[config.mk]
export PLATFORM = sky130hd
export DESIGN_NAME = sha256_msg_feeder
export DESIGN_NICKNAME = d
export VERILOG_FILES = /design/src/rtl/sha256_msg_feeder.sv
export SDC_FILE = /design/constraint.sdc
export NUM_CORES = 2
export LEC_CHECK = 0
export ABC_AREA = 0
export BUFFER_PORTS_ARGS = -buffer_cell sky130_fd_sc_hd__buf_2
export CAP_MARGIN = 30
export CORE_AREA = 2 2 510 512
export CTS_CLUSTER_DIAMETER = 50
export CTS_CLUSTER_SIZE = 24
export DETAILED_ROUTE_END_ITERATION = 7
export DIE_AREA = 0 0 512 514
export GPL_ROUTABILITY_DRIVEN = 0
export GPL_TIMING_DRIVEN = 0
export PLACE_DENSITY = 0.3
export SYNTH_ARGS = -nofsm -noshare
export SYNTH_HDL_FRONTEND = slang
export SYNTH_SLANG_ARGS = --single-unit
[constraint.sdc]
create_clock -name clk -period 3.7 [get_ports clk]
set_input_delay 0.185 -clock clk [delete_from_list [all_inputs] [get_ports clk]]
set_output_delay 0.185 -clock clk [all_outputs]
set_load 0.05 [all_outputs]
[src/rtl/sha256_msg_feeder.sv]
// SHA-256 message feeder: pads a byte-packed word stream into 512-bit blocks, drives the
// compression core and chains H between blocks. Define SHA256_DOUBLE_EN for SHA-256d output.
module sha256_msg_feeder #(
    parameter int LEN_W       = 64,
    parameter int CAPTURE_DLY = 1
) (
    input  logic         clk,
    input  logic         rst_n,
    input  logic [31:0]  s_data,
    input  logic         s_valid,
    input  logic         s_last,
    input  logic [1:0]   s_nbytes,
    input  logic         s_empty,
    output logic         s_ready,
    output logic [255:0] core_h_in,
    output logic [511:0] core_m_in,
    output logic         core_start,
    input  logic         core_done,
    input  logic [255:0] core_h_out,
    output logic [255:0] dig_data,
    output logic         dig_valid,
    input  logic         dig_ready
);
    localparam logic [255:0] IV =
        256'h6a09e667_bb67ae85_3c6ef372_a54ff53a_510e527f_9b05688c_1f83d9ab_5be0cd19;

    typedef enum logic [2:0] {IDLE, FILL, PAD, START, WAIT, CAPT, LEN, DONE} state_t;

    state_t           state;
    logic [31:0]      m [16];
    logic [4:0]       wcnt;
    logic [4:0]       pidx;      // word holding the 0x80 marker; 16 means it spills into the length block
    logic [LEN_W-1:0] bitcnt;
    logic [255:0]     h_reg;
    logic             final_blk;
    logic             len_pend;
    logic             len_mark;
    logic             done_seen;
    logic [1:0]       dcnt;
`ifdef SHA256_DOUBLE_EN
    logic             second;
`endif

    logic [63:0] len64;
    logic [5:0]  add_bits;
    logic [31:0] tail_word;

    assign len64     = 64'(bitcnt);
    assign core_h_in = h_reg;
    assign dig_data  = dig_valid ? h_reg : '0;

    always_comb begin
        add_bits = 6'd32;
        if (s_last) begin
            if (s_empty)
                add_bits = 6'd0;
            else if (s_nbytes != 2'd0)
                add_bits = {1'b0, s_nbytes, 3'b000};
        end
    end

    always_comb begin
        case (s_nbytes)
            2'd1:    tail_word = {s_data[31:24], 8'h80, 16'h0000};
            2'd2:    tail_word = {s_data[31:16], 8'h80, 8'h00};
            2'd3:    tail_word = {s_data[31:8], 8'h80};
            default: tail_word = 32'h8000_0000;
        endcase
    end

    always_comb begin
        core_m_in = '0;
        for (int i = 0; i < 16; i++)
            core_m_in[511 - 32*i -: 32] = m[i];
    end

    always_ff @(posedge clk or negedge rst_n) begin
        if (!rst_n) begin
            state      <= IDLE;
            wcnt       <= '0;
            pidx       <= '0;
            bitcnt     <= '0;
            h_reg      <= IV;
            final_blk  <= 1'b0;
            len_pend   <= 1'b0;
            len_mark   <= 1'b0;
            done_seen  <= 1'b0;
            dcnt       <= '0;
            s_ready    <= 1'b0;
            core_start <= 1'b0;
            dig_valid  <= 1'b0;
`ifdef SHA256_DOUBLE_EN
            second     <= 1'b0;
`endif
            // NOTE: the block buffer is reset because it is a visible output (core_m_in).
            for (int i = 0; i < 16; i++)
                m[i] <= '0;
        end else begin
            // NOTE: non-blocking throughout; later assignments in a branch override this default.
            core_start <= 1'b0;
            case (state)
                IDLE, FILL: begin
                    s_ready <= 1'b1;
                    if (s_valid && s_ready) begin
                        state  <= FILL;
                        bitcnt <= bitcnt + LEN_W'(add_bits);
                        if (s_last) begin
                            s_ready <= 1'b0;
                            state   <= PAD;
                            if (s_empty) begin
                                m[wcnt[3:0]] <= 32'h8000_0000;
                                pidx         <= wcnt;
                            end else if (s_nbytes != 2'd0) begin
                                m[wcnt[3:0]] <= tail_word;
                                pidx         <= wcnt;
                            end else begin
                                m[wcnt[3:0]] <= s_data;
                                pidx         <= wcnt + 5'd1;
                                if (wcnt != 5'd15)
                                    m[wcnt[3:0] + 4'd1] <= 32'h8000_0000;
                            end
                        end else begin
                            m[wcnt[3:0]] <= s_data;
                            wcnt         <= wcnt + 5'd1;
                            if (wcnt == 5'd15) begin
                                s_ready    <= 1'b0;
                                final_blk  <= 1'b0;
                                state      <= START;
                                core_start <= 1'b1;
                            end
                        end
                    end
                end
                PAD: begin
                    for (int i = 0; i < 16; i++)
                        if (5'(i) > pidx)
                            m[i] <= '0;
                    if (pidx <= 5'd13) begin
                        m[14]     <= len64[63:32];
                        m[15]     <= len64[31:0];
                        final_blk <= 1'b1;
                    end else begin
                        final_blk <= 1'b0;
                        len_pend  <= 1'b1;
                        len_mark  <= (pidx == 5'd16);
                    end
                    state      <= START;
                    core_start <= 1'b1;
                end
                START: state <= WAIT;
                WAIT: begin
                    if (!done_seen) begin
                        if (core_done) begin
                            if (CAPTURE_DLY == 0)
                                state <= CAPT;
                            else
                                done_seen <= 1'b1;
                        end
                    end else if (dcnt == 2'(CAPTURE_DLY - 1)) begin
                        state <= CAPT;
                    end else begin
                        dcnt <= dcnt + 2'd1;
                    end
                end
                CAPT: begin
                    done_seen <= 1'b0;
                    dcnt      <= '0;
                    wcnt      <= '0;
                    h_reg     <= core_h_out;
                    if (!final_blk) begin
                        if (len_pend) begin
                            state <= LEN;
                        end else begin
                            state   <= FILL;
                            s_ready <= 1'b1;
                        end
                    end else begin
`ifdef SHA256_DOUBLE_EN
                        if (!second) begin
                            // Second pass hashes the 32-byte digest from a fresh IV.
                            second <= 1'b1;
                            h_reg  <= IV;
                            for (int i = 0; i < 8; i++)
                                m[i] <= core_h_out[255 - 32*i -: 32];
                            m[8] <= 32'h8000_0000;
                            for (int i = 9; i < 15; i++)
                                m[i] <= '0;
                            m[15]      <= 32'd256;
                            state      <= START;
                            core_start <= 1'b1;
                        end else begin
                            state     <= DONE;
                            dig_valid <= 1'b1;
                        end
`else
                        state     <= DONE;
                        dig_valid <= 1'b1;
`endif
                    end
                end
                LEN: begin
                    for (int i = 1; i < 14; i++)
                        m[i] <= '0;
                    m[0]       <= len_mark ? 32'h8000_0000 : 32'h0;
                    m[14]      <= len64[63:32];
                    m[15]      <= len64[31:0];
                    len_pend   <= 1'b0;
                    final_blk  <= 1'b1;
                    state      <= START;
                    core_start <= 1'b1;
                end
                DONE: begin
                    if (dig_ready) begin
                        dig_valid <= 1'b0;
                        h_reg     <= IV;
                        bitcnt    <= '0;
                        state     <= IDLE;
`ifdef SHA256_DOUBLE_EN
                        second    <= 1'b0;
`endif
                    end
                end
                default: state <= IDLE;
            endcase
        end
    end
endmodule

After elaboration in Yosys (flattened, before gate mapping) --
Index checks and enable logic that the tools add are counted.
Operators by class: add/subtract/negate cells 4, $mul 0, divide/modulo/power cells 0, $lt $le $gt $ge 21, equal/unequal tests 40, shift operators 0, mux-type cells 80, bitwise operators 9, reductions and logical operators 41
Operator list (count):
- two-way mux 512 bit | 5
- case mux 512 bit (3 select lines) | 1
- bitwise mux 512 bit | 2
- bitwise AND 496 bit | 2
- NOT 496 bit | 2
- two-way mux 32 bit | 19
- two-way mux 256 bit | 2
- case mux 256 bit (2 select lines) | 1
- demux 32 bit (select 4 bit) | 2
- two-way mux 64 bit | 3
- case mux 64 bit (2 select lines) | 1
- case mux 32 bit (3 select lines) | 1
- AND reduction 3 bit | 22
- adder 64 x 6 -> 64 bit | 1
- != test 2 bit, second input constant | 25
- greater-than comparator 4 x 5 -> 1 bit, first input constant | 8
- bitwise OR 16 bit | 2
- greater-than comparator 3 x 5 -> 1 bit, first input constant | 4
- two-way mux 5 bit | 4
- two-way mux 3 bit | 6
- two-way mux 6 bit | 3
- case mux 3 bit (6 select lines) | 1
- two-way mux 1 bit | 17
- equality test 3 bit, second input constant | 4
- other kinds (31) | 57
Storage, ports and cells: bits in registers 854, bits in latches 0, memory bits (writable) 0, bits in read-only memories 0, input bits 297, memories kept 0

Longest topological paths before layout --
depth in word-level cells 14, depth in mapped cells 14, gate-level depth less buffers 10

Worst setup path before layout --
OpenSTA, ideal clock, no wires.
path kind register to register, start point reg wcnt[1], end point reg m (netlist bit core_m_in[18]), library setup time 0.121 ns, arrival 3.161 ns, required time 3.579 ns, slack 0.418 ns, cell stages (with the launch flop) 14, clock period less this slack 3.282 ns, cells stage by stage dfrtp_1 > ha_1 > buf_2 > buf_4 > nand3_2 > clkinv_1 > clkbuf_1 > ha_1 > nand3b_1 > a211oi_4 > o21ai_2 > a31o_2 > buf_4 > a22o_1
Between the ends: longest elaborated chain between the ends 14, elaborated cells between the ends (all ways) 26, those cells by class add/sub (1); order compare (4); eq/ne (1); mux (12); bitwise (6); reduce/logical (2)
Ends and longest elaborated chain:
- start, declared | RTL line 31 | logic [4:0] wcnt;
- start signal, assigned | RTL line 124 | wcnt <= wcnt + 5'd1;
- adder 4 x 1 -> 4 bit | RTL line 120 | m[wcnt[3:0] + 4'd1] <= 32'h8000_0000;
- NOT 4 -> 5 bit (not written as such) | RTL line 120
- >= comparator 5 bit (not written as such) / less-than comparator 5 x 1 -> 1 bit (equally long branches) | RTL line 120
- logical AND 1 bit (not written as such) | RTL line 120
- two-way mux 32 bit (not written as such) | RTL line 120
- demux 32 bit (select 4 bit) | RTL line 120
- NOT 496 bit (no line)
- bitwise AND 496 bit (no line)
- two-way mux 512 bit | RTL line 119 | if (wcnt != 5'd15)
- two-way mux 512 bit | RTL line 113 | end else if (s_nbytes != 2'd0) begin
- two-way mux 512 bit | RTL line 110 | if (s_empty) begin
- two-way mux 512 bit (*) | RTL line 107 | if (s_last) begin
- two-way mux 512 bit (*) | RTL line 104 | if (s_valid && s_ready) begin
- case mux 512 bit (3 select lines) (*) | RTL line 101 | case (state)
- end signal, assigned by index | RTL line 114 | m[wcnt[3:0]] <= tail_word;
- end signal, assigned by index | RTL line 117 | m[wcnt[3:0]] <= s_data;
- end signal, assigned by index | RTL line 123 | m[wcnt[3:0]] <= s_data;
- end, declared | RTL line 30 | logic [31:0] m [16];
Mark *: on every way between the ends. The rest lies on a longest branch, timed or not. The select of a mux whose other input is x is not followed. A chain may end at the register's enable or synchronous reset.

Final worst setup path --
start point reg dig_valid, end point out dig_data[76]
Between the ends: longest elaborated chain between the ends 1
Ends and longest elaborated chain:
- start, declared | RTL line 21 | output logic dig_valid,
- start signal, assigned | RTL line 91 | dig_valid <= 1'b0;
- start signal, assigned | RTL line 197 | dig_valid <= 1'b1;
- start signal, assigned | RTL line 214 | dig_valid <= 1'b0;
- two-way mux 256 bit | RTL line 50 | assign dig_data = dig_valid ? h_reg : '0;
- end, declared | RTL line 20 | output logic [255:0] dig_data,
Every way passes these cells.

==> impl_metrics.csv <==
group,metric,value,unit
critical_path,crit_path_class,"reg2out",
global_route,groute.usage.overall,0.2218,
global_route,initial_antenna_violation_count,84,
die,floorplan.initialDensity,0.1435,
global_route,grt_total_ovfl,0,
placed_design,dpl_cell_area,48700,sq um
power,peakVddDrop,0.6897,mV
global_route,grt_pass1_wl,389800,microns
cells_and_area,nNetsFinal,5333,
global_route,grt_pass1_vias,38040,
timing,setup_viol,0,
clocking,clockRootBuffer,"sky130_fd_sc_hd__clkbuf_16",
timing,maxSlewViolCount,0,
logic_synthesis,synth_cell_types,92,
job,reported_max_cap_violation_count,0,
logic_synthesis,synth_area,37040,sq um
critical_path,reg2reg_depth,15,
run_status,outcome,"complete, no violations",
routing,drtIter0Drc,3106,
logic_synthesis,synth_nets,3515,
logic_synthesis,synth_enable_flop_cells,0,
critical_path,critPathArrivalTime,3430,ps
logic_synthesis,ys_seq_elements,851,
critical_path,cp_data_required_time,3510,ps
logic_synthesis,synth_commonest_cells,"715 x sky130_fd_sc_hd__dfrtp_1, 348 x sky130_fd_sc_hd__o2bb2ai_1, 278 x sky130_fd_sc_hd__and2_1",
routing,detail-route-antenna-nets,0,
die,io_pins,1324,
routing,aggregate_routed_wire_length,300400,microns
power,cellPowerDensity,1101,nW/um^2
clocking,cts.sink_count,851,
timing,timing.final.crit_period,3614,ps
timing,worst_slew_pin_slew,1050,ps
cells_and_area,final_layout_size_suffix_gt1_frac,0.3858,
clocking,h_tree_depth,4,
routing,first_pass_iters,5,
timing,timing.max_slew.rel_slack,0.2948,
logic_synthesis,synthCells,3204,
placed_design,detailed_place_hpwl,243800,microns
logic_synthesis,ys.warnings.count,0,
timing,timing.final.crit_share,0.9767,
die,core.rowCount,187,
clocking,cts_buffer_depth,3,
placed_design,post-place-ws,-1451,ps
critical_path,crit_start_category,"flop",
clocking,clock_tree_from_tritoncts,"yes",
power,total_leakage_power,26.81,nW
cells_and_area,finalInstanceArea,58020,sq um
clocking,tritoncts.num_buffers,161,
critical_path,rr_startpoint,"wcnt[1]$_DFFE_PN0P_",
die,core_area,258100,sq um
die,die_h,514,microns
timing,timing.clock.skew,86.56,ps
critical_path,endpoint,"dig_data[76]",
logic_synthesis,async_reset_ff_frac,1.000,
logic_synthesis,syn-mean-instance-area,11.56,sq um
critical_path,worst_r2r_endpoint,"core_m_in[313]$_DFFE_PN0P_",
clocking,clk_latency,850,ps
routing,ratio_of_routed_vias_to_standard_cells,4.373,
routing,routed-via-count,37580,
timing,achievable-frequency,276.7,MHz
timing,timing.hold.ws,38.44,ps
logic_synthesis,netlist.area_leader.share,0.4831,
hold_path,holdCritPathClass,"in2reg",
logic_synthesis,synth_top_area_cell,"sky130_fd_sc_hd__dfrtp_1",
global_route,pin_count_of_the_biggest_net_entering_global_routing,108,
cells_and_area,flow.area_growth_from_synthesis,56.66,%
critical_path,setup.worst_path.start,"dig_valid$_DFFE_PN0P_",
logic_synthesis,synth_top_cells_by_area,"sky130_fd_sc_hd__dfrtp_1 48%, sky130_fd_sc_hd__dfstp_2 9.6%, sky130_fd_sc_hd__o2bb2ai_1 8.2%",
critical_path,crit_fanout,10,
die,design.die.area,263200,sq um
timing,final_critical_path_setup_slack,86.24,ps
timing,report.final.hold_viol_count,0,
routing,avgRoutedWirePerCell,34.95,microns
routing,post-route-drc-count,0,
placed_design,numPortBuffers,1309,
critical_path,r2r_slack,110,ps
logic_synthesis,yosys_most_used_dff,"sky130_fd_sc_hd__dfrtp_1",
critical_path,end_kind,"output port",
logic_synthesis,synth-seq-area-share,0.5795,
logic_synthesis,post-synth-top-count-cell,"sky130_fd_sc_hd__dfrtp_1",
clocking,clk_pin_slew_worst_paths,50,ps
die,die_w,512,microns
-- layer usage --
metal	track usage	share of wire	vias to the layer above
li1	-	-	15770
met1	0.2712	0.41	19460
met2	0.3362	0.44	1886
met3	0.09925	0.10	426
met4	0.09043	0.046	42
met5	0.009132	0.0032	-
-- power by group --
| part | total, mW | switching [mW] | internal (mW) |
|---|---|---|---|
| Sequential | 15.2 | 3.12 | 12.1 |
| Clock | 16.1 | 5.94 | 10.1 |
| Combinational | 32.6 | 26.1 | 6.53 |
| Total | 63.9 | 35.1 | 28.7 |
-- cell usage in the layout, fill, tap and decap left out, drive strengths merged, types with 48 or more instances in the layout --
cell type | synthesis | routed
buf | 109 | 1483
dfrtp | 715 | 715
clkbuf | 194 | 393
o2bb2ai | 348 | 348
dlygate4sd3 | 0 | 286
and2 | 278 | 278
nand2 | 227 | 227
a22o | 214 | 214
o22a | 137 | 137
dfstp | 136 | 136
o21ai | 98 | 98
a21oi | 89 | 89
nor2 | 86 | 86
a31oi | 56 | 56
nand3 | 55 | 55
o22ai | 48 | 48
-- state kept, by name (all words and copies together) (netlist names), 2 cells and up --
signal / count
bitcnt: 61
wcnt: 5
core_m_in: 512
pidx: 5
dcnt: 2
core_h_in: 256
state: 3
-- metrics by stage --
step	power (mW)	setup TNS (ps)	utilization	std cells
after floorplan	32.83	0	-	3204
after CTS	63.85	0	0.2241	8553
after detailed placement	46.97	-539880	0.1887	7966
after global placement	46.78	-	0.1854	7915
final	63.88	0	0.2248	8593
after global routing	65.75	-0.2136	0.2246	8567
-- worst min path at each step --
stage | from | cells past startpoint | to
2_1_floorplan | rst_n | 0 | bitcnt[10]$_DFFE_PN0P_
3_3_place_gp | core_h_out[197] | 2 | core_h_in[197]$_DFFE_PN0P_
3_5_place_dp | rst_n | 1 | core_m_in[300]$_DFFE_PN0P_
4_1_cts | core_h_out[196] | 3 | core_h_in[196]$_DFFE_PN0P_
5_1_grt | s_data[26] | 3 | core_m_in[122]$_DFFE_PN0P_
6_report | s_data[26] | 3 | core_m_in[122]$_DFFE_PN0P_
-- layout make-up --
type                            count  area, sq um
Tap cell                         3402         4257
Clock inverter                     93         1465
Timing Repair Buffer             1660        10360
Fill cell                       28150       200000
Inverter                           33        126.4
Multi-Input combinational cell   2017        14490
Antenna cell                       35        87.58
Clock buffer                      204         4410
Sequential cell                   851        21470
Buffer                            298         1366
-- worst max-delay path, cell delays in order, from the launching register on --
cell	delay, ps
sky130_fd_sc_hd__dfrtp_1	640
sky130_fd_sc_hd__clkbuf_2	450
sky130_fd_sc_hd__clkbuf_1	480
sky130_fd_sc_hd__and2_1	640
sky130_fd_sc_hd__buf_2	390
-- kinds of logic after synthesis --
kind of cell / Yosys count / share of synthesized area
AOI/OAI and AO/OA: 1171 / 0.2510
muxes: 16 / 0.004425
DFF: 851 / 0.5795
adders and majority gates: 14 / 0.004932
and+or+nand+nor: 791 / 0.1154
buffers and inverters: 336 / 0.03881
xor gates and xnor gates: 25 / 0.005912
-- what timing repair did --
| action | 4_1_cts | 5_1_grt |
|---|---|---|
| setup buffers | 7 | 4 |
| hold endpoints to repair | 799 | 0 |
| pin swaps | 4 | 5 |
| endpoints found under the setup margin | 551 | 336 |
| hold buffers | 287 | 0 |
| gates resized for setup | 72 | 39 |
Note: power is estimated with default switching activity, not from simulation.
